`config.mk`:
```
export PLATFORM = sky130hd
export DESIGN_NAME = bio_gpio_in_filter
export DESIGN_NICKNAME = d
export VERILOG_FILES = /design/src/rtl/bio_pkg.sv /design/src/rtl/bio_gpio_filt_bit.sv /design/src/rtl/bio_gpio_in_filter.sv
export SDC_FILE = /design/constraint.sdc
export NUM_CORES = 1
export LEC_CHECK = 0
export BUFFER_PORTS_ARGS = -buffer_cell sky130_fd_sc_hd__buf_2
export CAP_MARGIN = 20
export CORE_MARGIN = 5
export CORE_UTILIZATION = 33
export DETAILED_ROUTE_END_ITERATION = 10
export GPL_ROUTABILITY_DRIVEN = 1
export PLACE_DENSITY = 0.53
export SLEW_MARGIN = 10
export SYNTH_ARGS = -nofsm -noshare
export SYNTH_HDL_FRONTEND = slang
export SYNTH_SLANG_ARGS = --single-unit
```
`constraint.sdc`:
```
create_clock -name aclk -period 2.5 [get_ports aclk]
set_input_delay 0.5 -clock aclk [delete_from_list [all_inputs] [get_ports aclk]]
set_output_delay 0.5 -clock aclk [all_outputs]
set_load 0.02 [all_outputs]
```
`src/rtl/bio_pkg.sv`:
```
// Shared definitions for the BIO GPIO input conditioner.
package bio_pkg;

  // Default pin count and filter-count width.
  localparam int NPIN_DEF = 32;
  localparam int FCW_DEF  = 4;

  // Width of the length field carried in filt_cfg_t.
  // The per-pin counter width (FCW) must not exceed this.
  localparam int FLEN_W = 8;

  // Per-pin filter configuration as seen by one filter bit.
  typedef struct packed {
    logic              en;
    logic [FLEN_W-1:0] len;
  } filt_cfg_t;

endpackage

```
`src/rtl/bio_gpio_filt_bit.sv`:
```
// One conditioned GPIO pin. Each pin has:
//  - a two-flop synchroniser,
//  - a glitch-filter counter,
//  - edge-event pulses,
//  - sticky rise/fall status.
module bio_gpio_filt_bit import bio_pkg::*; #(
  parameter int FCW = FCW_DEF
) (
  input  logic      aclk,
  input  logic      reset,
  input  logic      pad,
  input  filt_cfg_t cfg,
  input  logic      sts_clr,
  output logic      gpio,
  output logic      rise_evt,
  output logic      fall_evt,
  output logic      rise_sts,
  output logic      fall_sts
);

  logic           s1_reg;
  logic           s2_reg;
  logic           gpio_reg;
  logic           gpio_next;
  logic           rise_reg;
  logic           rise_next;
  logic           fall_reg;
  logic           fall_next;
  logic           rise_sts_reg;
  logic           fall_sts_reg;
  logic           flip;
  logic [FCW-1:0] cnt_reg;
  logic [FCW-1:0] cnt_next;

  // Filter decision.
  // The counter only runs while the synchronised input disagrees with the output.
  // The output flips once the count has reached the length.
  // Using >= means a length lowered mid-count flips on the next mismatch.
  always_comb begin
    flip     = 1'b0;
    cnt_next = cnt_reg;
    if (s2_reg == gpio_reg) begin
      cnt_next = '0;
    end else if (!cfg.en || (FLEN_W'(cnt_reg) >= cfg.len)) begin
      flip     = 1'b1;
      cnt_next = '0;
    end else begin
      cnt_next = cnt_reg + 1'b1;
    end
    gpio_next = flip ? s2_reg : gpio_reg;
    rise_next = flip & s2_reg;
    fall_next = flip & ~s2_reg;
  end

  // Two-flop synchroniser for the asynchronous pad; nothing between the flops.
  always_ff @(posedge aclk) begin
    if (reset) begin
      s1_reg <= 1'b0;
      s2_reg <= 1'b0;
    end else begin
      s1_reg <= pad;
      s2_reg <= s1_reg;
    end
  end

  // Output, counter, event and sticky state.
  // A set of a sticky bit beats a simultaneous clear.
  always_ff @(posedge aclk) begin
    if (reset) begin
      gpio_reg     <= 1'b0;
      cnt_reg      <= '0;
      rise_reg     <= 1'b0;
      fall_reg     <= 1'b0;
      rise_sts_reg <= 1'b0;
      fall_sts_reg <= 1'b0;
    end else begin
      gpio_reg     <= gpio_next;
      cnt_reg      <= cnt_next;
      rise_reg     <= rise_next;
      fall_reg     <= fall_next;
      rise_sts_reg <= rise_next | (rise_sts_reg & ~sts_clr);
      fall_sts_reg <= fall_next | (fall_sts_reg & ~sts_clr);
    end
  end

  assign gpio     = gpio_reg;
  assign rise_evt = rise_reg;
  assign fall_evt = fall_reg;
  assign rise_sts = rise_sts_reg;
  assign fall_sts = fall_sts_reg;

endmodule

```
`src/rtl/bio_gpio_in_filter.sv`:
```
// GPIO input conditioner in front of the BIO gpio_in pins.
// It places one filter bit per pin and builds a single maskable edge interrupt.
module bio_gpio_in_filter import bio_pkg::*; #(
  parameter int NPIN = NPIN_DEF,
  parameter int FCW  = FCW_DEF
) (
  input  logic            aclk,
  input  logic            reset,
  input  logic [NPIN-1:0] pad_in,
  input  logic [NPIN-1:0] cfg_filt_en,
  input  logic [FCW-1:0]  cfg_filt_len,
  input  logic [NPIN-1:0] cfg_irq_rise,
  input  logic [NPIN-1:0] cfg_irq_fall,
  input  logic [NPIN-1:0] sts_clr,
  output logic [NPIN-1:0] gpio_in,
  output logic [NPIN-1:0] rise_evt,
  output logic [NPIN-1:0] fall_evt,
  output logic [NPIN-1:0] rise_sts,
  output logic [NPIN-1:0] fall_sts,
  output logic            edge_irq
);

  logic edge_irq_reg;
  logic edge_irq_next;

  generate
    for (genvar gi = 0; gi < NPIN; gi++) begin : g_pin
      filt_cfg_t pin_cfg;
      assign pin_cfg.en  = cfg_filt_en[gi];
      assign pin_cfg.len = FLEN_W'(cfg_filt_len);

      bio_gpio_filt_bit #(.FCW(FCW)) u_bit (
        .aclk     (aclk),
        .reset    (reset),
        .pad      (pad_in[gi]),
        .cfg      (pin_cfg),
        .sts_clr  (sts_clr[gi]),
        .gpio     (gpio_in[gi]),
        .rise_evt (rise_evt[gi]),
        .fall_evt (fall_evt[gi]),
        .rise_sts (rise_sts[gi]),
        .fall_sts (fall_sts[gi])
      );
    end
  endgenerate

  assign edge_irq_next = |((rise_sts & cfg_irq_rise) | (fall_sts & cfg_irq_fall));

  // Register the interrupt level.
  // It trails the sticky bits by one cycle.
  always_ff @(posedge aclk) begin
    if (reset) begin
      edge_irq_reg <= 1'b0;
    end else begin
      edge_irq_reg <= edge_irq_next;
    end
  end

  assign edge_irq = edge_irq_reg;

endmodule
```
==> implementation parameters <==
Parameter                              Value

Worst setup path
  Critical Path, Cell by Cell    a22o_1 -> a221oi_1 -> buf_4 -> nand4_1 -> nor3_1 -> a21oi_1
  Kind of critical path    reg -> reg
  Worst EP arrival    2.43 ns
  Kind of start point of the critical path    flip-flop
  Longest individual stage delay on the worst path    0.56 ns
  Register-to-Register Setup Slack    0.50 ns
  Worst-path fanout max    2
  Crit path required time    2.94 ns
  Element type at the critical path end    flip-flop
  Worst-path cell with the longest stage delay    sky130_fd_sc_hd__a221oi_1

Timing
  Worst setup slack after layout    0.5033 ns
  Worst clock skew    0.01320 ns
  Final Hold Fails    0
  RSZ-0062 raised after global routing    false
  Tightest slew margin relative to the limit    54.46%
  Maximum achievable frequency    0.5008 GHz
  Min Hold Slack    0.1613 ns
  Final Setup Violations    0
  Slew of the pin with the lowest slew margin    0.6831 ns
  Final count of pins violating max slew    0
  Aggregate negative setup slack    0 ns
  Min cycle time layout    1.997 ns
  Share of the clock period used by the worst path after layout    79.87%

Global route
  GRT met1 Usage    20.59%
  Total global-route track usage    15.96%
  Global routing's busiest layer    met2
  Number of antenna violations at the first check in global routing    11
  Via count of the first global-routing pass    11710
  GRT met2 Usage    26.13%
  Largest net degree at the start of global routing    59
  Met3 track utilization from global routing    4.361%
  Sum of overflow across all layers after global routing    0
  Wire length of the first global-routing pass    69.43 mm

Placement
  Port bufs    326
  Dpl hpwl    37.46 mm
  Final weighted congestion in routability-driven placement    0.8653
  Pre-CTS setup slack    0.2021 ns
  Cells after DPL    2492

Final layout
  Growth of design area from synthesis to finish    17.35%
  Number of flip-flops under the largest register name    128
  Cell Count, Final, Fillers Out    2574
  Most common cell after layout, fill and taps aside    sky130_fd_sc_hd__dfxtp_1
  Number of nets in the finished design    2183
  Highest-count cells in the layout ignoring fill and taps    353 x sky130_fd_sc_hd__dfxtp_1, 325 x sky130_fd_sc_hd__buf_2, 160 x sky130_fd_sc_hd__nor2_1, 160 x sky130_fd_sc_hd__ha_1, 128 x sky130_fd_sc_hd__nand2_1
  Share of post-route cells with drive strength above 1    32.15%

Yosys
  Gate Count Post-Synth    1638
  Number of library cell types mapped by synthesis    29
  EDFF count, synth    0
  Post-synthesis net count    1964
  Seq cells post-synth    353
  Post-synthesis instance area    17250 µm²
  Synthesis warning total    0
  Synthesized area divided by synthesized cell count    10.53 µm²
  Primary flip-flop cell chosen by synthesis mapping    sky130_fd_sc_hd__dfxtp_1
  Ys async rst share    0%
  Portion of the post-synthesis area used by sequential elements    40.98%

Clock tree
  CTS Hold Bufs    0
  CTS tree    done
  H-tree lvl count    2
  Clk sink count    353
  Clock root buffer    sky130_fd_sc_hd__clkbuf_16
  Inserted Clock Buffers    43
  Clk Latency, worst-skew pair    0.55 ns
  CTS-repair resized insts    0
  Postcts setup bufs    0
  Max Buffers Root-to-Sink    3
  CTS clock-pin slew for the worst setup and hold paths    0.06 ns

Floorplan
  Die Area    56930 µm²
  I/O pin cnt    327
  Die span in x    238.6 µm
  Die Height    238.6 µm
  Num rows    83
  Starting density of the core    33.48%
  Placeable core region    51510 µm²

Route
  Final antenna-violating net count    0
  Post-detailed-route wirelength per cell    18.30 µm
  Post-detailed-route via-to-cell ratio    4.603
  Vias after detailed routing    11850
  Remaining DRCs    0
  Router iterations before antenna repair    4
  Violation count after the first detailed-routing iteration    392
  Post-detailed-routing wire length    47.09 mm

Power
  Highest ir drop seen on vdd    386.5 µV
  Ratio of total power to cell area    659.2 nW/µm²
  Leakage power    9.292 nW

Flow run
  Number of maximum-capacitance constraint violations    0

Worst hold path
  Hold Crit Class    in -> reg

Status
  Result of the run    finished clean
-- synthesized netlist by cell type, types with 32 or more instances --
master / instances / area share [%]
sky130_fd_sc_hd__dfxtp_1: 353 / 41
sky130_fd_sc_hd__buf_4: 160 / 7.0
sky130_fd_sc_hd__ha_1: 160 / 12
sky130_fd_sc_hd__nor2_1: 160 / 3.5
sky130_fd_sc_hd__nand2_1: 128 / 2.8
sky130_fd_sc_hd__inv_1: 67 / 1.5
sky130_fd_sc_hd__a21o_1: 64 / 2.8
sky130_fd_sc_hd__nor2b_1: 64 / 2.3
sky130_fd_sc_hd__xnor2_1: 64 / 3.3
sky130_fd_sc_hd__nor4b_2: 36 / 3.1
sky130_fd_sc_hd__a21oi_1: 33 / 0.96
sky130_fd_sc_hd__nand3_1: 33 / 0.96
sky130_fd_sc_hd__a21oi_2: 32 / 1.6
sky130_fd_sc_hd__and2b_1: 32 / 1.4
sky130_fd_sc_hd__nand2b_4: 32 / 2.6
sky130_fd_sc_hd__o211a_1: 32 / 1.9
sky130_fd_sc_hd__or3_4: 32 / 2.1
sky130_fd_sc_hd__xor2_1: 32 / 1.6
-- kinds of logic after synthesis --
kind of cell,Yosys count,synth area share [%]
simple gates,552,22.82
flops,353,40.98
buf+inv,252,9.235
compound gates,225,10.49
fa+ha+maj,160,11.61
xor+xnor,96,4.875
-- stage by stage --
step | utilization, % | power (mW) | area (µm²)
finish | 39.29 | 13.34 | 20240
global route | 39.28 | 13.90 | 20230
CTS | 39.28 | 13.57 | 20230
detailed placement | 36.44 | 7.117 | 18770
global placement | 36.44 | 7.095 | 18770
floorplan | - | 6.718 | 17250
-- report_power, final --
group | switching [mW] | internal, mW | total (mW) | leakage [nW]
Clock | 2.48 | 3.89 | 6.37 | 0.730
Sequential | 0.113 | 5.74 | 5.85 | 2.86
Combinational | 0.609 | 0.509 | 1.12 | 5.70
Total | 3.20 | 10.1 | 13.3 | 9.29
-- final timing paths --
path              cells after the start                      to                      from
hold reg to reg                       1  g_pin[13].u_bit.s2_reg    g_pin[13].u_bit.s1_reg
hold / removal                        2  g_pin[23].u_bit.s1_reg                pad_in[23]
setup / recovery                      6                edge_irq  g_pin[30].u_bit.rise_sts
setup reg to reg                      6                edge_irq  g_pin[30].u_bit.rise_sts
-- cell type report --
class                   count  area [µm²]
fillers                  5141       31270
multi-input cells        1033        8587
flip-flops and latches    353        7067
repair buffers            359        2014
clock buffers              60        1282
well taps                 680       850.8
inverters                  67       251.5
clock inverters            19       178.9
diodes                      3       7.507
-- routing by layer --
| metal | vias up | share of wire, % | wire length [µm] |
|---|---|---|---|
| met5 | - | 0.15 | 70 |
| met1 | 5553 | 45 | 21230 |
| met2 | 304 | 45 | 21350 |
| met3 | 83 | 6.8 | 3200 |
| met4 | 12 | 2.6 | 1240 |
| li1 | 5897 | - | - |
-- critical path: cells and delay by family, from the launching register on --
family / cells / cell delay, ns
flip-flops: 1 / 0.40
AO/OA/AOI/OAI: 3 / 0.87
AND/OR/NAND/NOR: 2 / 0.40
buffers and inverters: 1 / 0.21
No activity file was read; power rests on OpenSTA's default activity.
